`src/rtl/midi_pkg.sv`:
```
// Shared MIDI definitions: byte classes, message kinds, event codes, parser states.
// Latency: n/a (types, constants and one helper only).
// Backpressure: n/a.
package midi_pkg;

    // Event type codes as presented on o_evt_type
    typedef enum logic [2:0] {
        EVT_NOTE_OFF = 3'd0,
        EVT_NOTE_ON  = 3'd1,
        EVT_CC       = 3'd2,
        EVT_PROG     = 3'd3,
        EVT_BEND     = 3'd4
    } evt_type_e;

    typedef enum logic [1:0] {
        BC_DATA   = 2'd0,   // 0x00-0x7F
        BC_CHAN   = 2'd1,   // 0x80-0xEF
        BC_SYSCOM = 2'd2,   // 0xF0-0xF7
        BC_RT     = 2'd3    // 0xF8-0xFF
    } byte_class_e;

    // Channel message kind is the status high nibble minus 8 (i.e. byte[6:4])
    typedef enum logic [2:0] {
        MK_NOTE_OFF = 3'd0,
        MK_NOTE_ON  = 3'd1,
        MK_POLY_AT  = 3'd2,
        MK_CC       = 3'd3,
        MK_PROG     = 3'd4,
        MK_CHAN_AT  = 3'd5,
        MK_BEND     = 3'd6,
        MK_NONE     = 3'd7
    } msg_kind_e;

    typedef enum logic [1:0] {
        ST_IDLE    = 2'd0,
        ST_WAIT_D1 = 2'd1,
        ST_WAIT_D2 = 2'd2,
        ST_SYSEX   = 2'd3
    } state_e;

    localparam logic [7:0] DATA_MAX    = 8'h7F;
    localparam logic [7:0] CHAN_MAX    = 8'hEF;
    localparam logic [7:0] SYSCOM_MAX  = 8'hF7;
    localparam logic [7:0] SYSEX_START = 8'hF0;

    // Program change and channel pressure carry a single data byte
    function automatic logic is_two_byte(input msg_kind_e k);
        return (k != MK_PROG) && (k != MK_CHAN_AT);
    endfunction

endpackage

```
`src/rtl/midi_byte_class.sv`:
```
// Classifies a received MIDI byte and extracts the channel message kind.
// Latency: purely combinational.
// Backpressure: none; evaluates every cycle.
// Ports: i_byte  - byte under test
//        o_class - byte_class_e code (data / channel status / system common / realtime)
//        o_kind  - msg_kind_e code for channel status bytes, MK_NONE otherwise
module midi_byte_class
    import midi_pkg::*;
(
    input  logic [7:0] i_byte,
    output logic [1:0] o_class,
    output logic [2:0] o_kind
);

    always_comb begin
        o_class = BC_RT;
        o_kind  = MK_NONE;
        if (i_byte <= DATA_MAX) begin
            o_class = BC_DATA;
        end else if (i_byte <= CHAN_MAX) begin
            o_class = BC_CHAN;
            o_kind  = i_byte[6:4];
        end else if (i_byte <= SYSCOM_MAX) begin
            o_class = BC_SYSCOM;
        end
    end

endmodule

```
`src/rtl/midi_parser.sv`:
```
// MIDI byte-stream parser producing channel voice events with running status.
// Latency: event / error strobe one cycle after the strobe of the deciding byte.
// Backpressure: none; accepts one byte per cycle, back-to-back.
// Ports: i_clk, i_res_n (sync, active-low); i_rxFlg/i_rxData received byte strobe;
//        o_evt_valid + o_evt_type/ch/d1/d2 event (fields hold between events);
//        o_err protocol error strobe.
module midi_parser
    import midi_pkg::*;
#(
    parameter bit         OMNI    = 1'b1,
    parameter logic [3:0] CHANNEL = 4'd0
) (
    input  logic       i_clk,
    input  logic       i_res_n,
    input  logic       i_rxFlg,
    input  logic [7:0] i_rxData,
    output logic       o_evt_valid,
    output logic [2:0] o_evt_type,
    output logic [3:0] o_evt_ch,
    output logic [6:0] o_evt_d1,
    output logic [6:0] o_evt_d2,
    output logic       o_err
);

    state_e    r_state;
    msg_kind_e r_rs_kind;
    logic [3:0] r_rs_ch;
    logic [6:0] r_d1;
    logic       r_got_d1;     // a data byte arrived since the last status byte
    logic       r_evt_valid;
    logic [2:0] r_evt_type;
    logic [3:0] r_evt_ch;
    logic [6:0] r_evt_d1;
    logic [6:0] r_evt_d2;
    logic       r_err;

    logic [1:0] w_class;
    logic [2:0] w_kind;
    state_e     w_state_nxt;
    logic       w_rs_load;
    logic       w_rs_clear;
    logic       w_d1_latch;
    logic       w_err;
    logic       w_fire;
    evt_type_e  w_type;
    logic [6:0] w_d1;
    logic [6:0] w_d2;
    logic       w_incomplete;
    logic       w_ch_match;

    midi_byte_class u_class (
        .i_byte  (i_rxData),
        .o_class (w_class),
        .o_kind  (w_kind)
    );

    // A status byte cuts off a message only if data is still owed
    assign w_incomplete = (r_state == ST_WAIT_D2) || ((r_state == ST_WAIT_D1) && !r_got_d1);
    // Filtered messages are still parsed; only the event is suppressed
    assign w_ch_match   = OMNI || (r_rs_ch == CHANNEL);

    always_comb begin
        w_state_nxt = r_state;
        w_rs_load   = 1'b0;
        w_rs_clear  = 1'b0;
        w_d1_latch  = 1'b0;
        w_err       = 1'b0;
        w_fire      = 1'b0;
        w_type      = EVT_NOTE_OFF;
        w_d1        = r_d1;
        w_d2        = '0;
        if (i_rxFlg) begin
            case (byte_class_e'(w_class))
                BC_DATA: begin
                    case (r_state)
                        ST_IDLE: w_err = 1'b1;
                        ST_WAIT_D1: begin
                            w_d1_latch = 1'b1;
                            if (is_two_byte(r_rs_kind)) begin
                                w_state_nxt = ST_WAIT_D2;
                            end else if (r_rs_kind == MK_PROG) begin
                                w_fire = w_ch_match;
                                w_type = EVT_PROG;
                                w_d1   = i_rxData[6:0];
                            end
                        end
                        ST_WAIT_D2: begin
                            w_state_nxt = ST_WAIT_D1;
                            w_d2        = i_rxData[6:0];
                            case (r_rs_kind)
                                MK_NOTE_OFF: begin
                                    w_fire = w_ch_match;
                                    w_type = EVT_NOTE_OFF;
                                end
                                MK_NOTE_ON: begin
                                    w_fire = w_ch_match;
                                    // velocity 0 is the conventional note-off
                                    w_type = (i_rxData[6:0] == 7'd0) ? EVT_NOTE_OFF : EVT_NOTE_ON;
                                end
                                MK_CC: begin
                                    w_fire = w_ch_match;
                                    w_type = EVT_CC;
                                end
                                MK_BEND: begin
                                    w_fire = w_ch_match;
                                    w_type = EVT_BEND;
                                end
                                default: ; // poly pressure: parsed, no event
                            endcase
                        end
                        default: ; // SysEx payload is dropped
                    endcase
                end
                BC_CHAN: begin
                    w_err       = w_incomplete;
                    w_rs_load   = 1'b1;
                    w_state_nxt = ST_WAIT_D1;
                end
                BC_SYSCOM: begin
                    w_err       = w_incomplete;
                    w_rs_clear  = 1'b1;
                    w_state_nxt = (i_rxData == SYSEX_START) ? ST_SYSEX : ST_IDLE;
                end
                default: ; // realtime bytes are transparent
            endcase
        end
    end

    always_ff @(posedge i_clk) begin
        if (!i_res_n) begin
            r_state <= ST_IDLE;
        end else begin
            r_state <= w_state_nxt;
        end
    end

    always_ff @(posedge i_clk) begin
        if (!i_res_n) begin
            r_rs_kind   <= MK_NONE;
            r_rs_ch     <= '0;
            r_d1        <= '0;
            r_got_d1    <= 1'b0;
            r_evt_valid <= 1'b0;
            r_evt_type  <= '0;
            r_evt_ch    <= '0;
            r_evt_d1    <= '0;
            r_evt_d2    <= '0;
            r_err       <= 1'b0;
        end else begin
            if (w_rs_load) begin
                r_rs_kind <= msg_kind_e'(w_kind);
                r_rs_ch   <= i_rxData[3:0];
                r_got_d1  <= 1'b0;
            end else if (w_rs_clear) begin
                r_rs_kind <= MK_NONE;
                r_rs_ch   <= '0;
                r_got_d1  <= 1'b0;
            end else if (w_d1_latch) begin
                r_got_d1  <= 1'b1;
            end
            if (w_d1_latch) begin
                r_d1 <= i_rxData[6:0];
            end
            r_evt_valid <= w_fire;
            r_err       <= w_err;
            if (w_fire) begin
                r_evt_type <= w_type;
                r_evt_ch   <= r_rs_ch;
                r_evt_d1   <= w_d1;
                r_evt_d2   <= w_d2;
            end
        end
    end

    assign o_evt_valid = r_evt_valid;
    assign o_evt_type  = r_evt_type;
    assign o_evt_ch    = r_evt_ch;
    assign o_evt_d1    = r_evt_d1;
    assign o_evt_d2    = r_evt_d2;
    assign o_err       = r_err;

endmodule

```
`config.mk`:
```
export PLATFORM = sky130hd
export DESIGN_NAME = midi_parser
export DESIGN_NICKNAME = d
export VERILOG_FILES = /design/src/rtl/midi_pkg.sv /design/src/rtl/midi_byte_class.sv /design/src/rtl/midi_parser.sv
export SDC_FILE = /design/constraint.sdc
export NUM_CORES = 1
export LEC_CHECK = 0
export BUFFER_PORTS_ARGS = -buffer_cell sky130_fd_sc_hd__buf_2
export CAP_MARGIN = 5
export CORE_MARGIN = 5
export CORE_UTILIZATION = 29
export DETAILED_ROUTE_END_ITERATION = 12
export GPL_TIMING_DRIVEN = 0
export PLACE_DENSITY_LB_ADDON = 0.12
export SLEW_MARGIN = 20
export SYNTH_ARGS = -nofsm -noshare
export SYNTH_HDL_FRONTEND = slang
export SYNTH_SLANG_ARGS = --single-unit
```
`constraint.sdc`:
```
create_clock -name i_clk -period 2 [get_ports i_clk]
set_input_delay 0.2 -clock i_clk [delete_from_list [all_inputs] [get_ports i_clk]]
set_output_delay 0.2 -clock i_clk [all_outputs]
set_load 0.05 [all_outputs]
```
Word-level counts from Yosys, hierarchy flattened
Cells that the tools add are included.
Widths: inputs -> output; s select.
{ "word_totals": {"out_inout_bits": 23, "word_cells": 86, "register_bits": 40, "in_bits": 11} }
{ "classes": {"bitwise_logic": 1, "n_lt_le_gt_ge": 3, "reduce_logical": 15, "n_mux": 43, "n_eq_ne": 13} }
{ "ops": {"columns": ["op", "n"], "rows": [
  ["$mux 7", 8],
  ["$mux 3", 6],
  ["$le 8x8->1 const B", 2],
  ["$mux 1", 15],
  ["$mux 2", 6],
  ["$ne 3x3->1 const B", 4],
  ["$pmux 3 s3", 1],
  ["$eq 8x8->1 const B", 1],
  ["$le 8x7->1 const B", 1],
  ["$mux 4", 2],
  ["$logic_not 7->1", 1],
  ["$eq 3x3->1 const B", 2],
  ["$pmux 2 s3", 1],
  ["$pmux 3 s2", 1],
  ["$eq 2x1->1 const B", 2],
  ["$eq 2x2->1 const B", 2],
  ["$logic_not 2->1", 2],
  ["$pmux 1 s2", 2],
  ["$pmux 2 s2", 1],
  ["$reduce_and 4->1", 1],
  ["$reduce_or 4->1", 1],
  ["$eq 3x1->1 const B", 1],
  ["$eq 3x2->1 const B", 1],
  ["$logic_not 3->1", 1],
  ["9 further kinds", 10]
]} }

Logic depth before layout (Yosys ltp)
Gate-level depths: netlist of the first run.
{ "logic_depth": {"word_depth": 9, "depth_mapped": 8} }

Modules after synthesis
From an unflattened synthesis of the first run, not the netlist that was laid out.
{ "unflattened": {"hier_cells": 170, "area_unflattened_um2": 1794.2} }
{ "modules_own_cells": {"columns": ["module", "cells_per_inst", "seq_area_each_um2", "area_each_um2", "n_inst"], "rows": [
  ["midi_parser", 163, 800.8, 1755.4, 1],
  ["midi_byte_class", 7, 0.0, 38.8, 1]
]} }

Least setup slack after synthesis of the first run
OpenSTA, ideal clock, no wires.
{ "synth_timing": {"path_kind": "in2reg", "startpoint": "in i_rxData[7]", "endpoint": "reg r_evt_d1[0], in the netlist o_evt_d1[0]", "stages": 7, "arrival_ps": 1678, "setup_slack_ps": 203, "path_buffers": 0, "path_cell_list": "nand4_1 o21ai_0 ha_1 nand2_1 nor3_4 mux2i_1 o2bb2ai_1"} }
{ "synth_via": {"elab_chain_cells": 7, "word_cells_on_any_way": 11, "classes_between": "order compare (3); mux (7); reduce/logical (1)"} }
{ "synth_rtl": {"columns": ["element", "line_no", "rtl"], "rows": [
  ["start, declared", "midi_parser.sv:16", "input logic [7:0] i_rxData,"],
  ["$le 8x8->1", "midi_byte_class.sv:23", "end else if (i_byte <= SYSCOM_MAX) begin"],
  ["$mux 1", "midi_byte_class.sv:23", null],
  ["$mux 2", "midi_byte_class.sv:20", "end else if (i_byte <= CHAN_MAX) begin"],
  ["$mux 2 *", "midi_byte_class.sv:18", "if (i_byte <= DATA_MAX) begin"],
  ["$logic_not 2->1 *", "midi_parser.sv:73", "case (byte_class_e'(w_class))"],
  ["$mux 7 or $mux 1 (tied branches)", "midi_parser.sv:73", null],
  ["$mux 7 or $mux 1 (tied branches)", "midi_parser.sv:72", "if (i_rxFlg) begin"],
  ["end signal, assigned", "midi_parser.sv:169", "r_evt_d1 <= w_d1;"],
  ["end, declared", "midi_parser.sv:33", "logic [6:0] r_evt_d1;"]
]} }
Mark *: on every way between the ends. The rest lies on a longest branch, timed or not.
A chain may end at the register's enable or synchronous reset.

Final worst setup path of the first run
{ "layout_timing": {"startpoint": "in i_rxData[6]", "endpoint": "reg r_evt_d2[5], in the netlist o_evt_d2[5]"} }
{ "layout_via": {"elab_chain_cells": 7, "word_cells_on_any_way": 11, "classes_between": "order compare (3); mux (7); reduce/logical (1)"} }
{ "layout_rtl": {"columns": ["element", "line_no", "rtl"], "rows": [
  ["$le 8x8->1", "midi_byte_class.sv:23", null],
  ["$mux 1", "midi_byte_class.sv:23", null],
  ["$mux 2", "midi_byte_class.sv:20", null],
  ["$mux 2 *", "midi_byte_class.sv:18", null],
  ["$logic_not 2->1 *", "midi_parser.sv:73", null],
  ["$mux 7 or $mux 1 (tied branches)", "midi_parser.sv:73", null],
  ["$mux 7 or $mux 1 (tied branches)", "midi_parser.sv:72", null],
  ["end signal, assigned", "midi_parser.sv:170", "r_evt_d2 <= w_d2;"],
  ["end, declared", "midi_parser.sv:34", "logic [6:0] r_evt_d2;"]
]} }
Marks and branches as above.

==> results of run 1 <==
-- state kept, by name (all words and copies together) (netlist names) --
register     cells
o_evt_type       3
r_rs_ch          4
o_evt_d1         7
r_got_d1         1
o_evt_ch         4
o_evt_d2         7
r_d1             7
r_rs_kind        3
o_err            1
r_state          2
o_evt_valid      1
-- metal layers --
| metal | up-vias | part of all wire (%) | track usage [%] |
|---|---|---|---|
| li1 | 699 | - | - |
| met1 | 642 | 46 | 15.5 |
| met2 | 33 | 48 | 20.5 |
| met3 | 8 | 4.4 | 3.29 |
| met4 | 0 | 2.0 | 5.58 |
| met5 | - | 0 | 0 |
-- cell usage after synthesis --
master,n
dfxtp_1,40
mux2i_1,15
nor2b_1,13
a32o_1,9
nand2_1,8
o2bb2ai_1,8
ha_1,7
inv_1,6
nor2_1,5
o21ai_0,5
a22o_1,4
a32oi_1,4
clkbuf_1,4
nor3_1,4
a21oi_1,3
buf_4,3
nand3b_1,3
and3_1,2
buf_6,2
nand2b_1,2
o21ai_1,2
o22ai_1,2
a211oi_1,1
a21boi_0,1
a21boi_1,1
a311oi_1,1
a41oi_1,1
inv_4,1
mux2_2,1
nand3_1,1
nand3_4,1
nand4_1,1
nand4b_1,1
nor3_4,1
nor4_1,1
o21a_1,1
o22ai_2,1
-- cell usage in the layout, fill, tap and decap left out, types with 2 or more instances in the layout --
cell / synthesis / layout
a21oi_1: 3 / 3
a22o_1: 4 / 4
a32o_1: 9 / 9
a32oi_1: 4 / 4
and3_1: 2 / 2
buf_2: 0 / 33
buf_4: 3 / 5
buf_6: 2 / 2
clkbuf_1: 4 / 5
clkbuf_8: 0 / 5
dfxtp_1: 40 / 40
ha_1: 7 / 6
inv_1: 6 / 6
mux2i_1: 15 / 15
nand2_1: 8 / 8
nand2b_1: 2 / 2
nand3b_1: 3 / 3
nor2_1: 5 / 5
nor2b_1: 13 / 13
nor3_1: 4 / 4
o21ai_0: 5 / 4
o21ai_1: 2 / 2
o22ai_1: 2 / 2
o2bb2ai_1: 8 / 8
-- where the power goes --
group / internal, W / total (W) / switching (W) / leakage [nW]
sequential: 0.000807 / 0.000814 / 0.00000700 / 0.323
combinational: 0.0000530 / 0.000148 / 0.0000948 / 0.533
clock: 0.000370 / 0.000647 / 0.000276 / 0.0552
total: 0.00123 / 0.00161 / 0.000378 / 0.911
-- metrics by stage --
stage	setup TNS, ns	hold slack (ns)	total power, W	cell area (µm²)	util, %
6_report	0	0.226	0.00161	2140	36.3
5_1_grt	0	0.222	0.00169	2140	36.3
4_1_cts	0	0.213	0.00163	2130	36.3
3_5_place_dp	-10.16	0.448	0.000978	2010	34.1
3_3_place_gp	-7.83	0.442	0.000976	2010	34.1
2_1_floorplan	0	0.354	0.000924	1750	-
-- worst max-delay path: cells and delay by family --
family | cells | cell delay, ns
AO/OA/AOI/OAI | 3 | 0.65
buffers and inverters | 2 | 0.37
AND/OR/NAND/NOR | 2 | 0.52
adder cells (fa/ha/maj) | 1 | 0.29
-- repair_timing --
item	4_1_cts	5_1_grt
hold buffers	0	0
pin swaps	1	0
buffers inserted	2	0
resized for setup	1	2
setup endpoints to repair	9	28
-- final cells by class --
class	instances	area share (%)
Tap cell	75	4.39
Multi-Input combinational cell	110	40.5
Timing Repair Buffer	35	8.43
Sequential cell	40	37.5
Buffer	9	2.81
Clock inverter	2	1.64
Inverter	7	1.35
Clock buffer	6	3.40
-- worst max-delay path by stage --
stage / from / to / slack, ns / cells after the start
3_5_place_dp: i_rxData[6] / o_evt_d1[4]$_SDFFE_PN0P_ / -0.37 / 8
3_3_place_gp: i_rxData[6] / o_evt_d1[1]$_SDFFE_PN0P_ / -0.30 / 8
2_1_floorplan: i_rxData[7] / o_evt_d1[0]$_SDFFE_PN0P_ / 0.20 / 7
6_report: i_rxData[6] / o_evt_d2[5]$_SDFFE_PN0P_ / 0.15 / 8
5_1_grt: i_rxData[6] / o_evt_d2[1]$_SDFFE_PN0P_ / 0.03 / 8
4_1_cts: i_rxData[6] / o_evt_d2[5]$_SDFFE_PN0P_ / 0.008 / 8
-- cell families (layout without fill, tap and decap cells) --
kind of cell             Yosys count  in the layout
AO/OA/AOI/OAI                     44             44
adder cells (fa/ha/maj)            7              7
buffers and inverters             16             59
flip-flops                        40             40
multiplexers                      16             16
AND/OR/NAND/NOR                   43             43
==> impl_metrics.env, run 1 <==
export IMPL_yosysTopAreaCell="dfxtp_1"
export IMPL_ys_warn_count=0
export IMPL_dp_cells=274
export IMPL_seq_area_frac_synth_pct=45.8
export IMPL_p_leak_nw=0.911
export IMPL_synth_distinct_cells=37
export IMPL_clk_latency_ns=0.29
export IMPL_multi_input_area_um2=866
export IMPL_min_to="o_evt_d2[2]$_SDFFE_PN0P_"
export IMPL_final_antenna_net_count=0
export IMPL_yosysTopAreaCellShare_pct=45.8
export IMPL_pre_cts_ws_ns=-0.370
export IMPL_grt_usage_pct=12.5
export IMPL_rr_startpoint="r_state[0]$_SDFFE_PN0P_"
export IMPL_endpoint_kind="flip-flop"
export IMPL_crit_type="in2reg"
export IMPL_path_cells="buf_2, nand4_1, o21ai_1, ha_2, and3_1, a21boi_1, buf_4, a32o_1"
export IMPL_grt_pass1_wl_um=7360
export IMPL_place_gp_congestion=0.788
export IMPL_rr_endpoint="o_evt_d2[5]$_SDFFE_PN0P_"
export IMPL_die_w_um=87.7
export IMPL_final_setup_worst_slack_ns=0.151
export IMPL_critPathSlowestCell="and3_1"
export IMPL_status="finished clean"
export IMPL_crit_arrival_ns=2.03
export IMPL_core_mm2=0.00589
export IMPL_cp_max_fo=10
export IMPL_report_final_setup_viol=0
export IMPL_ir_drop_v=0.000274
export IMPL_postSynthNetCount=184
export IMPL_ys_seq_elements=40
export IMPL_num_rows=28
export IMPL_cp_data_required_time_ns=2.18
export IMPL_cts_made_buffers=5
export IMPL_drtIter0Drc=91
export IMPL_final_period_utilization_pct=92.4
export IMPL_wl_um=4500
export IMPL_dieArea_mm2=0.00769
export IMPL_synth_area_mm2=0.00175
export IMPL_final_cells=284
export IMPL_h_tree_depth=2
export IMPL_drt_wirelength_per_cell_um=15.8
export IMPL_area_delta_synth_final_pct=22.2
export IMPL_tightestPinTransition_ns=0.659
export IMPL_grt_overflow=0
export IMPL_antenna_found_initial=0
export IMPL_cts_buffer_depth=2
export IMPL_drv_cap=0
export IMPL_worstHoldPathType="in2reg"
export IMPL_synth_simple_gate_area_share_pct=14.7
export IMPL_antennaDiodeCount=0
export IMPL_clockRootBuffer="clkbuf_8"
export IMPL_dpl_hpwl_um=3290
export IMPL_clkSlewWorstSetupHoldPaths_ns=0.08
export IMPL_skew_ns=0.00640
export IMPL_cts_tree="done"
export IMPL_grt_pass1_vias=1512
export IMPL_avgViaCountPerCell=4.87
export IMPL_synth_area_leaders="dfxtp_1 (46%), mux2i_1 (8.6%), a32o_1 (5.2%), ha_1 (5.0%), nor2b_1 (4.6%)"
export IMPL_hold_violations=0
export IMPL_muxShareOfSynthArea_pct=9.23
export IMPL_drive_gt1_share_pct=25.8
export IMPL_firstDrtPassIters=4
export IMPL_synthAdderAreaFrac_pct=5.01
export IMPL_rsz0062_at_grt="no"
export IMPL_slew_headroom_pct=55.6
export IMPL_portBuffers=33
export IMPL_whs_path_depth=2
export IMPL_seq_area_um2=801
export IMPL_die_y_um=87.7
export IMPL_min_delay_start="i_rxData[2]"
export IMPL_slew_viol_final=0
export IMPL_crit_path_start_kind="input port"
export IMPL_power_density_mw_per_mm2=753
export IMPL_ff2ff_setup_slack_ns=0.24
export IMPL_cpPeakStageDelay_ns=0.30
export IMPL_drc=0
export IMPL_clock_sinks=40
export IMPL_synth_xor_area_share_pct=0
export IMPL_fill_cells=618
export IMPL_avgSynthCellArea_um2=10.5
export IMPL_grt_max_degree=13
export IMPL_synth_compound_area_share_pct=20.2
export IMPL_io_pins=34
export IMPL_start_util_pct=29.7
export IMPL_postSynthCellCount=166
export IMPL_vias=1382
export IMPL_min_period_ns=1.85
export IMPL_fmax_ghz=0.541
export IMPL_r2r_cells=7
export IMPL_nets=226
export IMPL_synth_top_family_by_area="compound AO/OA/AOI/OAI gates"
Note: power is estimated with default switching activity, not from simulation.
==> run 2: changes to the inputs <==
--- a/config.mk
+++ b/config.mk
@@ -6,7 +6,8 @@
 export NUM_CORES = 1
 export LEC_CHECK = 0
 export BUFFER_PORTS_ARGS = -buffer_cell sky130_fd_sc_hd__buf_2
-export CAP_MARGIN = 5
+export CAP_MARGIN = 0
+export CORE_ASPECT_RATIO = 1.2
 export CORE_MARGIN = 5
 export CORE_UTILIZATION = 29
 export DETAILED_ROUTE_END_ITERATION = 12
==> constraint.sdc (replaced) <==
create_clock -name i_clk -period 2.1 [get_ports i_clk]
set_input_delay 0.21 -clock i_clk [delete_from_list [all_inputs] [get_ports i_clk]]
set_output_delay 0.21 -clock i_clk [all_outputs]
set_load 0.05 [all_outputs]
==> run 2 against run 1 <==
Clock-buffer cell count shrank 1. Sequential power shrank 4.8%. Non-clock buffer count is the same. Utilization is essentially flat. Via count grew 5.9%. Worst setup slack gained 0.070 ns. Die area is essentially flat. Global-route usage grew 0.55 points. Critical endpoint is now o_evt_d2[6]$_SDFFE_PN0P_. Largest power group unchanged.
==> impl_metrics.env, run 2 (same netlist as run 1, synthesis figures left out) <==
export IMPL_rr_endpoint="o_evt_d1[6]$_SDFFE_PN0P_"
export IMPL_cts_buffer_depth=2
export IMPL_final_cell_mix="dfxtp_1 (40), buf_2 (33), mux2i_1 (15), nor2b_1 (13), a32o_1 (9)"
export IMPL_seq_area_um2=801
export IMPL_fmax_ghz=0.532
export IMPL_fill_cells=588
export IMPL_hold_ws_ns=0.246
export IMPL_dpl_hpwl_um=3480
export IMPL_avgViaCountPerCell=5.03
export IMPL_cp_data_required_time_ns=2.33
export IMPL_cp_max_fo=10
export IMPL_min_to="o_evt_d2[1]$_SDFFE_PN0P_"
export IMPL_clock_sinks=40
export IMPL_rsz0062_at_grt="no"
export IMPL_endpoint_kind="flip-flop"
export IMPL_worstHoldPathType="in2reg"
export IMPL_antennaDiodeCount=0
export IMPL_slew_viol_final=0
export IMPL_whs_path_depth=2
export IMPL_firstDrtPassIters=4
export IMPL_portBuffers=33
export IMPL_nets=226
export IMPL_drc=0
export IMPL_grt_pass1_wl_um=7600
export IMPL_drt_wirelength_per_cell_um=16.4
export IMPL_ff2ff_setup_slack_ns=0.32
export IMPL_drive_gt1_share_pct=26.3
export IMPL_pre_cts_ws_ns=-0.280
export IMPL_clkSlewWorstSetupHoldPaths_ns=0.08
export IMPL_clockRootBuffer="clkbuf_8"
export IMPL_antenna_found_initial=0
export IMPL_cts_tree="done"
export IMPL_grt_overflow=0
export IMPL_clk_latency_ns=0.29
export IMPL_status="finished clean"
export IMPL_final_setup_worst_slack_ns=0.221
export IMPL_fin_util_pct=36.3
export IMPL_min_delay_start="i_rxData[1]"
export IMPL_drtIter0Drc=92
export IMPL_final_common_cell="dfxtp_1"
export IMPL_die_y_um=95.1
export IMPL_die_w_um=80.9
export IMPL_grt_usage_pct=13.1
export IMPL_crit_arrival_ns=2.11
export IMPL_multi_input_area_um2=868
export IMPL_grt_max_degree=14
export IMPL_wl_um=4760
export IMPL_r2r_cells=6
export IMPL_vias=1463
export IMPL_report_final_setup_viol=0
export IMPL_hold_violations=0
export IMPL_num_rows=31
export IMPL_min_period_ns=1.88
export IMPL_slew_headroom_pct=50.4
export IMPL_p_leak_nw=0.912
export IMPL_ir_drop_v=0.000413
export IMPL_dieArea_mm2=0.00769
export IMPL_place_gp_congestion=0.944
export IMPL_rr_startpoint="r_state[0]$_SDFFE_PN0P_"
export IMPL_h_tree_depth=2
export IMPL_io_pins=34
export IMPL_crit_type="in2reg"
export IMPL_final_antenna_net_count=0
export IMPL_area_delta_synth_final_pct=23.0
export IMPL_drv_cap=0
export IMPL_power_w=0.00154
export IMPL_core_mm2=0.00593
export IMPL_cts_made_buffers=5
export IMPL_skew_ns=0.00985
export IMPL_startpoint="i_rxData[5]"
export IMPL_crit_path_start_kind="input port"
export IMPL_tightestPinTransition_ns=0.737
export IMPL_start_util_pct=29.5
export IMPL_final_period_utilization_pct=89.5
export IMPL_power_density_mw_per_mm2=714
export IMPL_grt_pass1_vias=1457
[run 2: cell count changes in the layout (fill, tap and decap cells not counted)]
cell        delta
clkbuf_1       -1
clkinvlp_4     +1
ha_1           +1
ha_2           -1
nand3_1        -1
nand3_2        +1
[run 2: power by group]
part	internal (W)	switching, W	total, W
registers	0.000769	0.00000659	0.000775
logic	0.0000503	0.0000931	0.000143
clock network	0.000352	0.000266	0.000618
[run 2: cell type report]
type / instances / area share (%)
timing repair buffer: 35 / 8.37
sequential: 40 / 37.2
buffer: 9 / 2.79
clock buffer: 5 / 3.20
tap: 82 / 4.77
inverter: 7 / 1.34
clock inverter: 3 / 1.98
multi-input combinational: 110 / 40.3
[run 2: how the worst max path moves through the flow]
stage | to | slack, ns | depth (start not counted)
2_1_floorplan | o_evt_d1[0]$_SDFFE_PN0P_ | 0.29 | 7
3_3_place_gp | o_evt_d1[4]$_SDFFE_PN0P_ | -0.18 | 8
3_5_place_dp | o_evt_d1[1]$_SDFFE_PN0P_ | -0.28 | 8
4_1_cts | o_evt_d1[1]$_SDFFE_PN0P_ | 0.04 | 8
5_1_grt | o_evt_d2[5]$_SDFFE_PN0P_ | 0.08 | 9
6_report | o_evt_d2[6]$_SDFFE_PN0P_ | 0.22 | 9
[run 2: through the flow]
| step | area (µm²) | std cells | TNS, ns |
|---|---|---|---|
| floorplan | 1750 | 166 | 0 |
| global placement | 2020 | 281 | -3.65 |
| detailed placement | 2020 | 281 | -6.19 |
| CTS | 2130 | 289 | 0 |
| global route | 2150 | 291 | 0 |
| finish | 2150 | 291 | 0 |
[run 2: metal layers]
layer,share of wire [%],track usage [%],vias up,wire (µm)
li1,-,-,701,-
met1,44,16.4,698,2080
met2,49,21.2,46,2310
met3,3.6,2.55,18,172
met4,4.1,6.76,0,194
met5,0,0,-,0
[run 2: what timing repair did]
| item | 4_1_cts | 5_1_grt |
|---|---|---|
| hold buffers | 0 | 0 |
| hold endpoints to repair | 0 | 0 |
| buffers inserted | 0 | 2 |
| setup endpoints to repair | 0 | 27 |
| gates resized for setup | 0 | 3 |
[run 2: worst max-delay path, cell delays in order]
cell	delay [ns]
buf_2	0.17
nand4_1	0.20
o21ai_1	0.29
ha_1	0.34
and3_1	0.29
nand3_4	0.17
inv_4	0.12
buf_6	0.14
a32o_1	0.17
==> run 3: changes to the inputs <==
==> constraint.sdc (replaced) <==
create_clock -name i_clk -period 2.1 [get_ports i_clk]
set_input_delay 0.42 -clock i_clk [delete_from_list [all_inputs] [get_ports i_clk]]
set_output_delay 0.42 -clock i_clk [all_outputs]
set_load 0.05 [all_outputs]
==> run 3 against run 2 <==
Clock power about the same. Worst hold slack improved by 0.21 ns. Critical path depth unchanged. Via count decreased by 0.21%. First-iteration DRC count decreased by 7.6%.
==> impl_metrics.env, run 3 (same netlist as run 1, synthesis figures left out) <==
export IMPL_final_antenna_net_count=0
export IMPL_cp_max_fo=10
export IMPL_tightestPinTransition_ns=0.720
export IMPL_slew_headroom_pct=51.5
export IMPL_ir_drop_v=0.000417
export IMPL_postCtsHoldBufs=0
export IMPL_status="finished clean"
export IMPL_clkSlewWorstSetupHoldPaths_ns=0.09
export IMPL_dpl_hpwl_um=3480
export IMPL_path_cells="buf_2, nand4_1, o21ai_2, ha_2, and3_1, nand3_4, inv_4, buf_6, a32o_1"
export IMPL_rsz0062_at_grt="no"
export IMPL_final_common_cell="dfxtp_1"
export IMPL_seq_area_um2=801
export IMPL_antennaDiodeCount=0
export IMPL_nets=227
export IMPL_grt_pass1_wl_um=7670
export IMPL_report_final_setup_viol=0
export IMPL_h_tree_depth=2
export IMPL_crit_arrival_ns=2.16
export IMPL_num_rows=31
export IMPL_critPathBufInv=3
export IMPL_start_util_pct=29.5
export IMPL_endpoint_kind="flip-flop"
export IMPL_cpPeakStageDelay_ns=0.27
export IMPL_skew_ns=0.0113
export IMPL_grt_max_degree=14
export IMPL_final_cell_mix="dfxtp_1 (40), buf_2 (33), mux2i_1 (15), nor2b_1 (13), a32o_1 (9)"
export IMPL_firstDrtPassIters=4
export IMPL_grt_usage_pct=13.2
export IMPL_fmax_ghz=0.516
export IMPL_clock_sinks=40
export IMPL_power_density_mw_per_mm2=705
export IMPL_die_w_um=80.9
export IMPL_p_leak_nw=0.918
export IMPL_cts_made_buffers=5
export IMPL_drt_wirelength_per_cell_um=16.2
export IMPL_core_mm2=0.00593
export IMPL_hold_violations=0
export IMPL_grt_overflow=0
export IMPL_crit_type="in2reg"
export IMPL_vias=1460
export IMPL_final_cells=292
export IMPL_multi_input_area_um2=882
export IMPL_drv_cap=0
export IMPL_die_y_um=95.1
export IMPL_final_period_utilization_pct=92.3
export IMPL_place_gp_congestion=0.944
export IMPL_drtIter0Drc=85
export IMPL_wl_um=4740
export IMPL_avgViaCountPerCell=5.00
export IMPL_portBuffers=33
export IMPL_antenna_found_initial=0
export IMPL_cp_data_required_time_ns=2.33
export IMPL_worstHoldPathType="in2reg"
export IMPL_slew_viol_final=0
export IMPL_drc=0
export IMPL_crit_path_start_kind="input port"
export IMPL_io_pins=34
export IMPL_min_period_ns=1.94
export IMPL_area_delta_synth_final_pct=25.0
export IMPL_fill_cells=580
export IMPL_dp_cells=281
export IMPL_critPathSlowestCell="ha_2"
export IMPL_crit_family="simple AND/OR/NAND/NOR gates"
export IMPL_setup_tns_ns=0
export IMPL_cts_buffer_depth=2
export IMPL_grt_pass1_vias=1463
export IMPL_dieArea_mm2=0.00769
export IMPL_clk_latency_ns=0.29
export IMPL_clockRootBuffer="clkbuf_8"
export IMPL_drive_gt1_share_pct=27.6
export IMPL_cts_tree="done"
[run 3: cell types whose count changed in the layout (fill, tap and decap cells not counted), sizes merged]
cell  previous run  this run
buf             40        41
[run 3: final cells by class]
class | instances | share of cell area (%)
plain buffers | 9 | 2.75
clock inverters | 3 | 1.95
inverters | 7 | 1.32
well taps | 82 | 4.69
repair buffers | 36 | 9.16
clock buffers | 5 | 3.15
multi-input cells | 110 | 40.4
flip-flops and latches | 40 | 36.6
[run 3: where the power goes]
group | total (W) | leakage, nW | switching, W | internal [W]
Clock | 0.000619 | 0.0541 | 0.000267 | 0.000352
Combinational | 0.000148 | 0.541 | 0.0000947 | 0.0000530
Sequential | 0.000775 | 0.323 | 0.00000671 | 0.000769
Total | 0.00154 | 0.918 | 0.000369 | 0.00117
[run 3: per-stage QoR]
step | hold WS [ns] | cell area, µm² | util, % | total power, W | setup slack [ns]
global placement | 0.442 | 2020 | 34.0 | 0.000932 | -0.389
CTS | 0.446 | 2160 | 36.3 | 0.00155 | 0.0480
global route | 0.461 | 2190 | 36.8 | 0.00160 | 0.0416
floorplan | 0.422 | 1750 | - | 0.000880 | 0.0834
detailed placement | 0.446 | 2020 | 34.0 | 0.000933 | -0.490
finish | 0.452 | 2190 | 36.8 | 0.00154 | 0.163
[run 3: final timing paths]
kind                                               from                        to  slack, ns  cells after the start
worst max-delay path                        i_rxData[6]  o_evt_d2[6]$_SDFFE_PN0P_       0.16                      9
worst min-delay path                        i_rxData[1]  o_evt_d2[1]$_SDFFE_PN0P_       0.45                      2
worst max register to register  r_state[0]$_SDFFE_PN0P_  o_evt_d1[6]$_SDFFE_PN0P_       0.32                      6
worst min register to register    r_got_d1$_SDFFE_PP0P_     r_got_d1$_SDFFE_PP0P_       0.46                      2
[run 3: timing repair]
item / CTS / global route
setup endpoints to repair: 32 / 29
resized for setup: 3 / 3
buffers inserted: 1 / 2
pin swaps: 1 / 1
[run 3: routing by layer]
metal	part of all wire [%]	wire length [µm]	GRT usage, %
met1	44	2110	16.5
met2	49	2330	21.6
met3	3.1	146	2.55
met4	3.3	155	6.34
met5	0	0	0
